### src/rtl/anchor_pkg.sv
`default_nettype none
// ----------------------------------------------------------------------------
// anchor_pkg : shared constants, FSM states and helpers for the L0 bbox stage
// Revision   : 1.0
// ----------------------------------------------------------------------------
package anchor_pkg;

  localparam int L0_DEPTH  = 16;
  localparam int L0_ADDR_W = $clog2(L0_DEPTH);
  localparam int L0_DATA_W = 48;
  localparam int FP_W      = 16;

  localparam int X_MSB = 47;
  localparam int Y_MSB = 31;
  localparam int Z_MSB = 15;

  localparam logic [4:0]  FP16_BIAS      = 5'd15;
  localparam logic [4:0]  FP16_MANT_BITS = 5'd10;
  localparam logic [4:0]  FIX_FRAC_BITS  = 5'd6;
  // value*64 == mantissa * 2^(exp - 19)
  localparam logic [4:0]  FIX_SHIFT      = FP16_BIAS + FP16_MANT_BITS - FIX_FRAC_BITS;
  localparam logic [15:0] SAT_MAG        = 16'h7FFF;

  typedef enum logic [1:0] {
    IDLE  = 2'd0,
    READ  = 2'd1,
    DRAIN = 2'd2,
    HOLD  = 2'd3
  } state_t;

  // Signed less-than on sign-magnitude words; -0 and +0 compare equal.
  function automatic logic sm_lt(input logic [15:0] a, input logic [15:0] b);
    logic signed [16:0] va;
    logic signed [16:0] vb;
    va = a[15] ? -$signed({2'b00, a[14:0]}) : $signed({2'b00, a[14:0]});
    vb = b[15] ? -$signed({2'b00, b[14:0]}) : $signed({2'b00, b[14:0]});
    return va < vb;
  endfunction

endpackage
`default_nettype wire

### src/rtl/anchor_fp16_to_fix.sv
`default_nettype none
// ----------------------------------------------------------------------------
// anchor_fp16_to_fix : combinational fp16 -> sign-magnitude Q9.6 converter
// Revision           : 1.0
// ----------------------------------------------------------------------------
module anchor_fp16_to_fix
  import anchor_pkg::*;
(
  input  logic [FP_W-1:0] fp,
  output logic [FP_W-1:0] fix
);

  logic [4:0]  exp_f;
  logic [10:0] mant;
  logic [26:0] wide;
  logic [14:0] mag;

  always_comb begin
    exp_f = fp[14:10];
    mant  = {exp_f != 5'd0, fp[9:0]};
    if (exp_f >= FIX_SHIFT) begin
      wide = {16'd0, mant} << (exp_f - FIX_SHIFT);
    end else begin
      wide = {16'd0, mant} >> (FIX_SHIFT - exp_f);
    end
    // Inf/NaN land here too: exponent 31 always overflows 15 bits
    mag = (wide > {11'd0, SAT_MAG}) ? SAT_MAG[14:0] : wide[14:0];
    fix = {fp[15] & (mag != 15'd0), mag};
  end

endmodule
`default_nettype wire

### src/rtl/anchor_l0_bbox.sv
`default_nettype none
// ----------------------------------------------------------------------------
// anchor_l0_bbox : scans level-0 anchors from SRAM, reports per-axis min/max
// Revision       : 1.0
// ----------------------------------------------------------------------------
module anchor_l0_bbox
  import anchor_pkg::*;
#(
  parameter int L0_ADDR_WIDTH = L0_ADDR_W,
  parameter int L0_DATA_WIDTH = L0_DATA_W,
  parameter int DATA_WIDTH    = FP_W
) (
  input  logic                     clk,
  input  logic                     rst_n,
  input  logic                     start,
  input  logic [L0_ADDR_WIDTH:0]   entry_count,
  output logic                     l0_cen_n,
  output logic                     l0_wen,
  output logic [L0_ADDR_WIDTH-1:0] l0_addr,
  input  logic [L0_DATA_WIDTH-1:0] l0_data_out,
  output logic                     busy,
  output logic                     result_valid,
  input  logic                     result_ready,
  output logic                     bbox_empty,
  output logic [DATA_WIDTH-1:0]    bbox_min_x,
  output logic [DATA_WIDTH-1:0]    bbox_min_y,
  output logic [DATA_WIDTH-1:0]    bbox_min_z,
  output logic [DATA_WIDTH-1:0]    bbox_max_x,
  output logic [DATA_WIDTH-1:0]    bbox_max_y,
  output logic [DATA_WIDTH-1:0]    bbox_max_z
);

  localparam int            CW    = L0_ADDR_WIDTH + 1;
  localparam logic [CW-1:0] DEPTH = CW'(1 << L0_ADDR_WIDTH);

  state_t state, state_next;

  logic [CW-1:0]            n_clamped;
  logic [CW-1:0]            n_q;
  logic [L0_ADDR_WIDTH-1:0] addr_q;
  logic                     last_addr;
  logic                     start_scan;
  logic                     show;
  logic                     drain_cnt;
  logic                     rd_pend;
  logic                     samp_valid;
  logic                     have_sample;
  logic                     empty_q;

  logic [DATA_WIDTH-1:0] conv_x, conv_y, conv_z;
  logic [DATA_WIDTH-1:0] samp_x, samp_y, samp_z;
  logic [DATA_WIDTH-1:0] min_x, min_y, min_z;
  logic [DATA_WIDTH-1:0] max_x, max_y, max_z;

  assign n_clamped = (entry_count > DEPTH) ? DEPTH : entry_count;
  assign last_addr = (({1'b0, addr_q} + CW'(1)) == n_q);

  anchor_fp16_to_fix u_conv_x (.fp(l0_data_out[X_MSB -: DATA_WIDTH]), .fix(conv_x));
  anchor_fp16_to_fix u_conv_y (.fp(l0_data_out[Y_MSB -: DATA_WIDTH]), .fix(conv_y));
  anchor_fp16_to_fix u_conv_z (.fp(l0_data_out[Z_MSB -: DATA_WIDTH]), .fix(conv_z));

  always_ff @(posedge clk or negedge rst_n) begin
    if (!rst_n) begin
      state <= IDLE;
    end else begin
      state <= state_next;
    end
  end

  always_comb begin
    state_next   = state;
    start_scan   = 1'b0;
    l0_cen_n     = 1'b1;
    l0_wen       = 1'b0;
    busy         = 1'b1;
    result_valid = 1'b0;
    show         = 1'b0;
    case (state)
      IDLE: begin
        busy = 1'b0;
        show = 1'b1;
        if (start) begin
          start_scan = 1'b1;
          state_next = (n_clamped == '0) ? HOLD : READ;
        end
      end
      READ: begin
        l0_cen_n = 1'b0;
        if (last_addr) state_next = DRAIN;
      end
      DRAIN: begin
        if (drain_cnt) state_next = HOLD;
      end
      HOLD: begin
        result_valid = 1'b1;
        show         = 1'b1;
        if (result_ready) state_next = IDLE;
      end
      default: state_next = IDLE;
    endcase
  end

  // Read in cycle k -> data at k+1 (converted, registered) -> min/max at k+2
  always_ff @(posedge clk or negedge rst_n) begin
    if (!rst_n) begin
      n_q         <= '0;
      addr_q      <= '0;
      drain_cnt   <= 1'b0;
      rd_pend     <= 1'b0;
      samp_valid  <= 1'b0;
      have_sample <= 1'b0;
      empty_q     <= 1'b0;
      samp_x      <= '0;
      samp_y      <= '0;
      samp_z      <= '0;
      min_x       <= '0;
      min_y       <= '0;
      min_z       <= '0;
      max_x       <= '0;
      max_y       <= '0;
      max_z       <= '0;
    end else begin
      rd_pend    <= (state == READ);
      samp_valid <= rd_pend;
      if (rd_pend) begin
        samp_x <= conv_x;
        samp_y <= conv_y;
        samp_z <= conv_z;
      end
      if (start_scan) begin
        n_q         <= n_clamped;
        addr_q      <= '0;
        drain_cnt   <= 1'b0;
        empty_q     <= (n_clamped == '0);
        have_sample <= 1'b0;
        min_x       <= '0;
        min_y       <= '0;
        min_z       <= '0;
        max_x       <= '0;
        max_y       <= '0;
        max_z       <= '0;
      end else begin
        if (state == READ && !last_addr) addr_q <= addr_q + L0_ADDR_WIDTH'(1);
        if (state == DRAIN) drain_cnt <= ~drain_cnt;
        if (state == HOLD && result_ready) addr_q <= '0;
        if (samp_valid) begin
          have_sample <= 1'b1;
          if (!have_sample || sm_lt(samp_x, min_x)) min_x <= samp_x;
          if (!have_sample || sm_lt(samp_y, min_y)) min_y <= samp_y;
          if (!have_sample || sm_lt(samp_z, min_z)) min_z <= samp_z;
          if (!have_sample || sm_lt(max_x, samp_x)) max_x <= samp_x;
          if (!have_sample || sm_lt(max_y, samp_y)) max_y <= samp_y;
          if (!have_sample || sm_lt(max_z, samp_z)) max_z <= samp_z;
        end
      end
    end
  end

  // Running values stay hidden while a scan is in flight
  assign l0_addr    = addr_q;
  assign bbox_empty = show & empty_q;
  assign bbox_min_x = show ? min_x : '0;
  assign bbox_min_y = show ? min_y : '0;
  assign bbox_min_z = show ? min_z : '0;
  assign bbox_max_x = show ? max_x : '0;
  assign bbox_max_y = show ? max_y : '0;
  assign bbox_max_z = show ? max_z : '0;

endmodule
`default_nettype wire
### config.mk
export PLATFORM = sky130hd
export DESIGN_NAME = anchor_l0_bbox
export DESIGN_NICKNAME = d
export VERILOG_FILES = /design/src/rtl/anchor_pkg.sv /design/src/rtl/anchor_fp16_to_fix.sv /design/src/rtl/anchor_l0_bbox.sv
export SDC_FILE = /design/constraint.sdc
export NUM_CORES = 1
export LEC_CHECK = 0
export CAP_MARGIN = 20
export CORE_MARGIN = 4
export CORE_UTILIZATION = 30
export DETAILED_ROUTE_END_ITERATION = 6
export HOLD_SLACK_MARGIN = 0.15
export MAX_ROUTING_LAYER = met4
export PLACE_DENSITY_LB_ADDON = 0.15
export SYNTH_ARGS = -nofsm -noshare
export SYNTH_HDL_FRONTEND = slang
export SYNTH_SLANG_ARGS = --single-unit
### constraint.sdc
create_clock -name clk -period 4.7 [get_ports clk]
set_input_delay 0.94 -clock clk [delete_from_list [all_inputs] [get_ports clk]]
set_output_delay 0.94 -clock clk [all_outputs]
set_load 0.01 [all_outputs]
==> results.md, run 1 <==
* Clk_lat worst skew at 0.48 ns
* Area grow syn2layout at 18.6%
* WL final at 53.1 mm
* Tmin final at 4.31 ns
* Yosys warnings at 0
* N_diodes at 0
* Synth Cell Area at 0.0164 mm^2
* Layout cells sized above 1 at 7.46%
* Arr. time, crit path at 4.66 ns
* Worst clock skew at 0.0166 ns
* CP endpoint kind: register
* Fin Setup TNS at 0 ns
* Critical path peak fanout at 16
* Worst-path clk slew at 0.07 ns
* Asr flop ratio synth at 100%
* Pwr/cell area at 557 mW/mm^2
* Clock root cell: clkbuf_16
* Leak pwr at 8.32 nW
* Synth Register Bits at 160
* Fmax at 232 MHz
* CTS Sinks at 160
* CTS Buffer Depth at 2
* Total Power at 10.8 mW
* Slew Limit Fails at 0
* Vias in the first global route at 14,800
* Worst Max-Slew Pin Slew at 1.05 ns
* Final setup viols at 0
* Yosys top cell by area: dfrtp_1
* Global-route wire length before repair at 84.0 mm
* Synth Net Count at 2,203
* Largest net degree at the start of global routing at 99
* Io pins at 162
* CTS HTree Levels at 4
* DRT Pass-1 Iters at 6
* Status: finished, final reports clean
* PortBufs at 160
* Post-synthesis average cell area at 8.08 um^2
* Initial Util at 30.3%
* Gr usage total at 18.2%
* Crit Path Category: register to register
* Number of flops mapped to enable cells by yosys at 0
* Post-Syn Instances at 2,026
* Final HPWL DP at 41.1 mm
* Final hold vios at 0
* CTS tree: yes
* Total gr overflow at 0
* Total Nets Final at 2,309
* Final core occ at 36.0%
* MaxCap Viol Count at 0
* Tcrit/Tclk final at 91.8%
* GPL Wtd Cong at 0.931
* Via density at 5.37
* Die H at 242 um
* Num rows at 85
* Synth area leaders: dfrtp_1, ha_1, mux2i_1
* Req. time, crit path at 5.05 ns
* Hold crit path type: register to register
* Antenna Violating Nets Remaining at 0
* # DRC at 0
* Die ar. at 0.0583 mm^2
* Vias at 15,200
* Worst slew margin at 29.9%
* CTS Hold Buffers Added at 0
* Synth Flop Type: dfrtp_1
* Core ar. at 0.0539 mm^2
* Seq/Total Area, Yosys at 24.5%
* Number of buffers created by CTS at 17
* Die width at 242 um
* Initial antenna violation count at 0
* Wire length per cell after detailed routing at 18.7 um
* Drt initial violations at 914
* RSZ-0062 raised after global routing: no
* CP Launch Type: register
* VDD IR max at 0.279 mV
* Synth top area share at 24.5%
* Distinct cell type count after synthesis at 79
through the flow:
step | instance area (um^2) | std cells | hold WS [ns] | worst slack [ns]
final | 19400 | 2841 | 0.490 | 0.387
after global routing | 19400 | 2841 | 0.537 | 0.0991
after CTS | 19400 | 2839 | 0.496 | 0.277
after detailed placement | 18700 | 2807 | 0.480 | 0.276
after global placement | 18700 | 2807 | 0.476 | 0.326
after floorplan | 16400 | 2026 | 0.352 | 0.387
kinds of logic (layout without fill, tap and decap cells):
logic type,count (synthesis),in the layout,synth area share [%]
buffers and inverters,236,355,5.85
other,1,1,0.0229
AOI/OAI and AO/OA,508,508,19.9
muxes,170,170,12.2
xor gates and xnor gates,140,140,7.54
and+or+nand+nor,691,691,20.8
adders and majority gates,120,120,9.18
DFF,160,160,24.5
cell usage in the layout (no fill, tap or decap), types with 7 or more instances in the layout:
cell type / netlist / layout
and3_1: 16 / 16
dfrtp_1: 160 / 159
mux2_2: 21 / 21
nand2_1: 144 / 144
xor2_1: 47 / 47
xnor2_1: 92 / 92
or2_2: 10 / 10
nor2b_1: 96 / 96
buf_4: 3 / 52
nand3_1: 44 / 44
o41ai_1: 15 / 14
a211o_1: 7 / 7
a21o_1: 36 / 36
nand4_1: 19 / 19
clkbuf_16: 0 / 17
o22ai_1: 8 / 8
ha_1: 120 / 119
o21ai_1: 12 / 8
mux2i_1: 126 / 126
nand2b_1: 26 / 26
o21ai_0: 129 / 129
a21oi_1: 107 / 107
a22oi_1: 10 / 10
o31ai_1: 33 / 33
o21a_1: 14 / 14
mux4_2: 22 / 22
a31oi_1: 40 / 40
nor3_1: 29 / 29
or3_1: 26 / 26
nor2_1: 223 / 223
nor4_1: 15 / 14
o211ai_1: 13 / 13
inv_1: 105 / 105
or4_1: 11 / 11
clkdlybuf4s50_1: 0 / 159
a211oi_1: 21 / 21
nand3b_1: 7 / 7
synth_stat cells, types with 11 or more instances:
cell	instances
a21o_1	36
a31oi_1	40
mux4_2	22
nand2b_1	26
mux2_2	21
clkbuf_1	88
or3_1	26
o211ai_1	13
o21a_1	14
nor2_1	223
buf_2	30
xor2_1	47
or4_1	11
o31ai_1	33
o41ai_1	15
nand2_1	144
xnor2_1	92
and3_1	16
nor3_1	29
nor2b_1	96
mux2i_1	126
dfrtp_1	160
a21oi_1	107
ha_1	120
nor4_1	15
o21ai_1	12
nand4_1	19
inv_1	105
nand3_1	44
o21ai_0	129
a211oi_1	21
worst max-delay path, cell delays in order (launching register included):
cell and delay, ns:
dfrtp_1 0.37, or4_1 0.58, or4_1 0.56, o31ai_1 0.26, xnor2_1 0.20, inv_1 0.08, ha_1 0.30, o21ai_0 0.08
nand2b_1 0.07, a21oi_1 0.07, nor3_1 0.28, nand4_1 0.15, o21ai_2 0.83, mux2i_1 0.29, nor2_1 0.05
power by group:
part	internal, mW	switching [mW]	leakage (nW)
Sequential	1.92	0.906	1.89
Clock	0.861	0.646	0.302
Combinational	3.11	3.36	6.13
flip-flops by register name, summed over array words and instances, names as in the netlist, 2 cells and up:
name	flops
samp_x	16
state	2
max_y	16
min_z	16
samp_z	16
samp_y	16
max_z	16
n_q	5
min_y	16
max_x	16
l0_addr	4
min_x	16
final timing paths:
path / slack, ns / cells after the start / to / from
worst max-delay path: 0.39 / 14 / max_z[5]$_DFFE_PN0P_ / samp_z[6]$_DFFE_PN0P_
worst min-delay path: 0.49 / 2 / n_q[3]$_DFFE_PN0P_ / n_q[3]$_DFFE_PN0P_
worst max register to register: 0.39 / 14 / max_z[5]$_DFFE_PN0P_ / samp_z[6]$_DFFE_PN0P_
worst min register to register: 0.49 / 2 / n_q[3]$_DFFE_PN0P_ / n_q[3]$_DFFE_PN0P_
max in group asynchronous: 3.21 / 2 / min_x[5]$_DFFE_PN0P_ / rst_n
min in group asynchronous: 0.59 / 1 / max_y[3]$_DFFE_PN0P_ / rst_n
layer usage:
layer	up-vias	wire length [um]	global-route usage (%)
met2	394	24400	28.3
met1	7304	25100	24.4
met4	0	1200	4.83
li1	7481	-	-
met5	-	0	-
met3	64	2420	3.50
layout make-up:
type / count / area [um^2]
Multi-Input combinational cell: 1630 / 11500
Tap cell: 696 / 871
Clock inverter: 13 / 178
Fill cell: 5575 / 34500
Inverter: 108 / 405
Sequential cell: 160 / 4010
Timing Repair Buffer: 215 / 2050
Clock buffer: 19 / 443
timing repair:
| action | CTS | global route |
|---|---|---|
| setup endpoints to repair | 0 | 31 |
| gates resized for setup | 0 | 2 |
| buffers inserted | 0 | 0 |
Power figures use the tool's default switching activity.
==> run 2: changes to the inputs <==
--- a/config.mk
+++ b/config.mk
@@ -9,7 +9,7 @@
 export CORE_MARGIN = 4
 export CORE_UTILIZATION = 30
 export DETAILED_ROUTE_END_ITERATION = 6
-export HOLD_SLACK_MARGIN = 0.15
+export HOLD_SLACK_MARGIN = 0.1
 export MAX_ROUTING_LAYER = met4
 export PLACE_DENSITY_LB_ADDON = 0.15
 export SYNTH_ARGS = -nofsm -noshare
==> results of run 2 <==
No change in the layout: final DEF, timing and power equal those of run 1.
==> run 3: changes to the inputs <==
--- a/config.mk
+++ b/config.mk
@@ -5,7 +5,7 @@
 export SDC_FILE = /design/constraint.sdc
 export NUM_CORES = 1
 export LEC_CHECK = 0
-export CAP_MARGIN = 20
+export CORE_ASPECT_RATIO = 0.7
 export CORE_MARGIN = 4
 export CORE_UTILIZATION = 30
 export DETAILED_ROUTE_END_ITERATION = 6
==> run 3 against run 2 <==
Against the previous run: register-to-register slack about the same; die area up 0.10%; maximum frequency about the same; sequential cell count unchanged; setup slack worse by 0.0029 ns; hold slack better by 0.0082 ns; cell area up 0.28%; largest power group unchanged.
==> results.md, run 3 (synthesized netlist as in run 1, its figures left out) <==
* Largest net degree at the start of global routing at 82 (-17%)
* Antenna Violating Nets Remaining at 0 (unchanged)
* CTS HTree Levels at 4 (unchanged)
* Arr. time, crit path at 4.61 ns (-0.05 ns)
* Drt initial violations at 1,142 (+25%)
* Num rows at 71 (-16%)
* Leak pwr at 8.33 nW (+0.11%)
* RSZ-0062 raised after global routing: no
* Number of buffers created by CTS at 17 (unchanged)
* Place WS at 0.220 ns (-0.0558 ns)
* Critical-path cell list: or4_1 -> or3_1 -> o41ai_1 -> nand2_1 -> xnor2_1 -> ha_1 -> a21o_1 -> a21oi_1 -> and3_1 -> o21ai_0 -> or3_1 -> o21ai_2 -> buf_4 -> mux2i_1 -> nor2_1
* Pwr/cell area at 557 mW/mm^2 (about the same)
* Initial antenna violation count at 0 (unchanged)
* Post-CTS Setup Inserts at 0 (unchanged)
* # DRC at 0 (unchanged)
* Die H at 203 um (-16%)
* Clock root cell: clkbuf_16
* Area grow syn2layout at 18.9%
* Total gr overflow at 0 (unchanged)
* Hold_ws at 0.498 ns (+0.00822 ns)
* Critical path peak fanout at 16 (unchanged)
* Clk_lat worst skew at 0.45 ns (-0.03 ns)
* PortBufs at 160 (unchanged)
* Worst clock skew at 0.0110 ns (-0.00563 ns)
* MaxCap Viol Count at 0 (unchanged)
* CTS Buffer Depth at 2 (unchanged)
* Vias in the first global route at 14,400 (-2.6%)
* Final core occ at 36.1% (+0.16 points)
* Final worst setup slack at 0.384 ns (-0.00290 ns)
* Vias at 15,300 (+0.11%)
* Final HPWL DP at 41.9 mm (+1.8%)
* DRT Pass-1 Iters at 5 (-1)
* Global-route wire length before repair at 84.7 mm (+0.75%)
* Final setup viols at 0 (unchanged)
* CTS tree: yes
* CP max-delay cell: or4_1
* Fmax at 232 MHz (about the same)
* Wire length per cell after detailed routing at 18.7 um (+0.21%)
* Total Nets Final at 2,316 (+0.30%)
* Via density at 5.29 (-1.3%)
* Most frequent cells in the layout: nor2_1, dfrtp_1, clkdlybuf4s50_1
* Resize count post-CTS at 0 (unchanged)
* CP most frequent cell: or3_1
* R2r setup slk at 0.38 ns (about the same)
* Final hold vios at 0 (unchanged)
* Fin Setup TNS at 0 ns (unchanged)
* Worst-path clk slew at 0.08 ns (about the same)
* Core ar. at 0.0538 mm^2 (-0.16%)
* GPL Wtd Cong at 0.909 (-2.4%)
* Initial Util at 30.4% (+0.049 points)
* Die width at 287 um (+19%)
* CP Launch Type: register
* Worst Max-Slew Pin Slew at 1.00 ns (-0.0509 ns)
* Crit Path Category: register to register
* Tcrit/Tclk final at 91.8% (about the same)
* CTS Sinks at 160 (unchanged)
* Tmin final at 4.32 ns (+0.00290 ns)
* Fill count at 5,614 (+0.70%)
* Layout cells sized above 1 at 7.71% (+0.25 points)
* Slew Limit Fails at 0 (unchanged)
* VDD IR max at 0.252 mV (-9.5%)
* CP peak stage delay at 0.55 ns (-0.28 ns)
* Status: finished, final reports clean
* Io pins at 162 (unchanged)
* N_diodes at 0 (unchanged)
* Die ar. at 0.0584 mm^2 (+0.10%)
* CP endpoint kind: register
* Worst slew margin at 33.3% (+3.4 points)
* Commonest non-fill, non-tap cell in the layout: nor2_1
* Hold crit path type: register to register
* Req. time, crit path at 4.99 ns (-0.06 ns)
* CTS Hold Buffers Added at 0 (unchanged)
* Gr usage total at 18.6% (+0.38 points)
* WL final at 54.0 mm (+1.7%)
run 3: cell types whose count changed in the layout (fill, tap and decap cells not counted), sizes merged:
cell	before	now
bufinv	3	1
inv	112	114
clkbuf	20	17
buf	55	63
clkinv	5	6
clkinvlp	1	2
run 3: per-stage QoR:
step,instance area (um^2),std cells,power (mW)
6_report,19500,2882,10.8
3_3_place_gp,18900,2850,9.20
3_5_place_dp,18900,2850,9.35
4_1_cts,19500,2882,10.9
2_1_floorplan,16400,2026,7.68
5_1_grt,19500,2882,11.9
run 3: final cells by class:
type                    instances  area, um^2  area share [%]
clock buffers                  17         425            2.19
flip-flops and latches        160        4010            20.6
inverters                     108         405            2.08
clock inverters                15         173           0.888
repair buffers                222        2090            10.8
well taps                     730         913            4.69
multi-input cells            1630       11400            58.8
run 3: final timing paths:
path / from / endpoint / cells after the start
worst max-delay path: min_x[6]$_DFFE_PN0P_ / min_x[10]$_DFFE_PN0P_ / 15
worst min-delay path: n_q[0]$_DFFE_PN0P_ / n_q[0]$_DFFE_PN0P_ / 2
worst max register to register: min_x[6]$_DFFE_PN0P_ / min_x[10]$_DFFE_PN0P_ / 15
worst min register to register: n_q[0]$_DFFE_PN0P_ / n_q[0]$_DFFE_PN0P_ / 2
max in group asynchronous: rst_n / min_x[14]$_DFFE_PN0P_ / 2
min in group asynchronous: rst_n / min_y[2]$_DFFE_PN0P_ / 1
run 3: power by group:
group	internal (mW)	switching, mW
sequential	1.92	0.939
clock	0.758	0.690
combinational	3.11	3.42
total	5.79	5.05
run 3: critical path, delay by kind of cell, from the launching register on:
kind | cells | cell delay, ns
flip-flops | 1 | 0.44
AO/OA/AOI/OAI | 5 | 1.02
buffers and inverters | 1 | 0.31
adder cells (fa/ha/maj) | 1 | 0.27
AND/OR/NAND/NOR | 6 | 1.66
XOR/XNOR | 1 | 0.20
multiplexers | 1 | 0.25
run 3: per-layer routing:
layer	track usage [%]	vias up	share of wire [%]
met5	-	-	0
met4	2.45	0	0.70
met3	2.67	27	5.2
met2	25.5	418	41
met1	29.2	7311	53
li1	-	7504	-
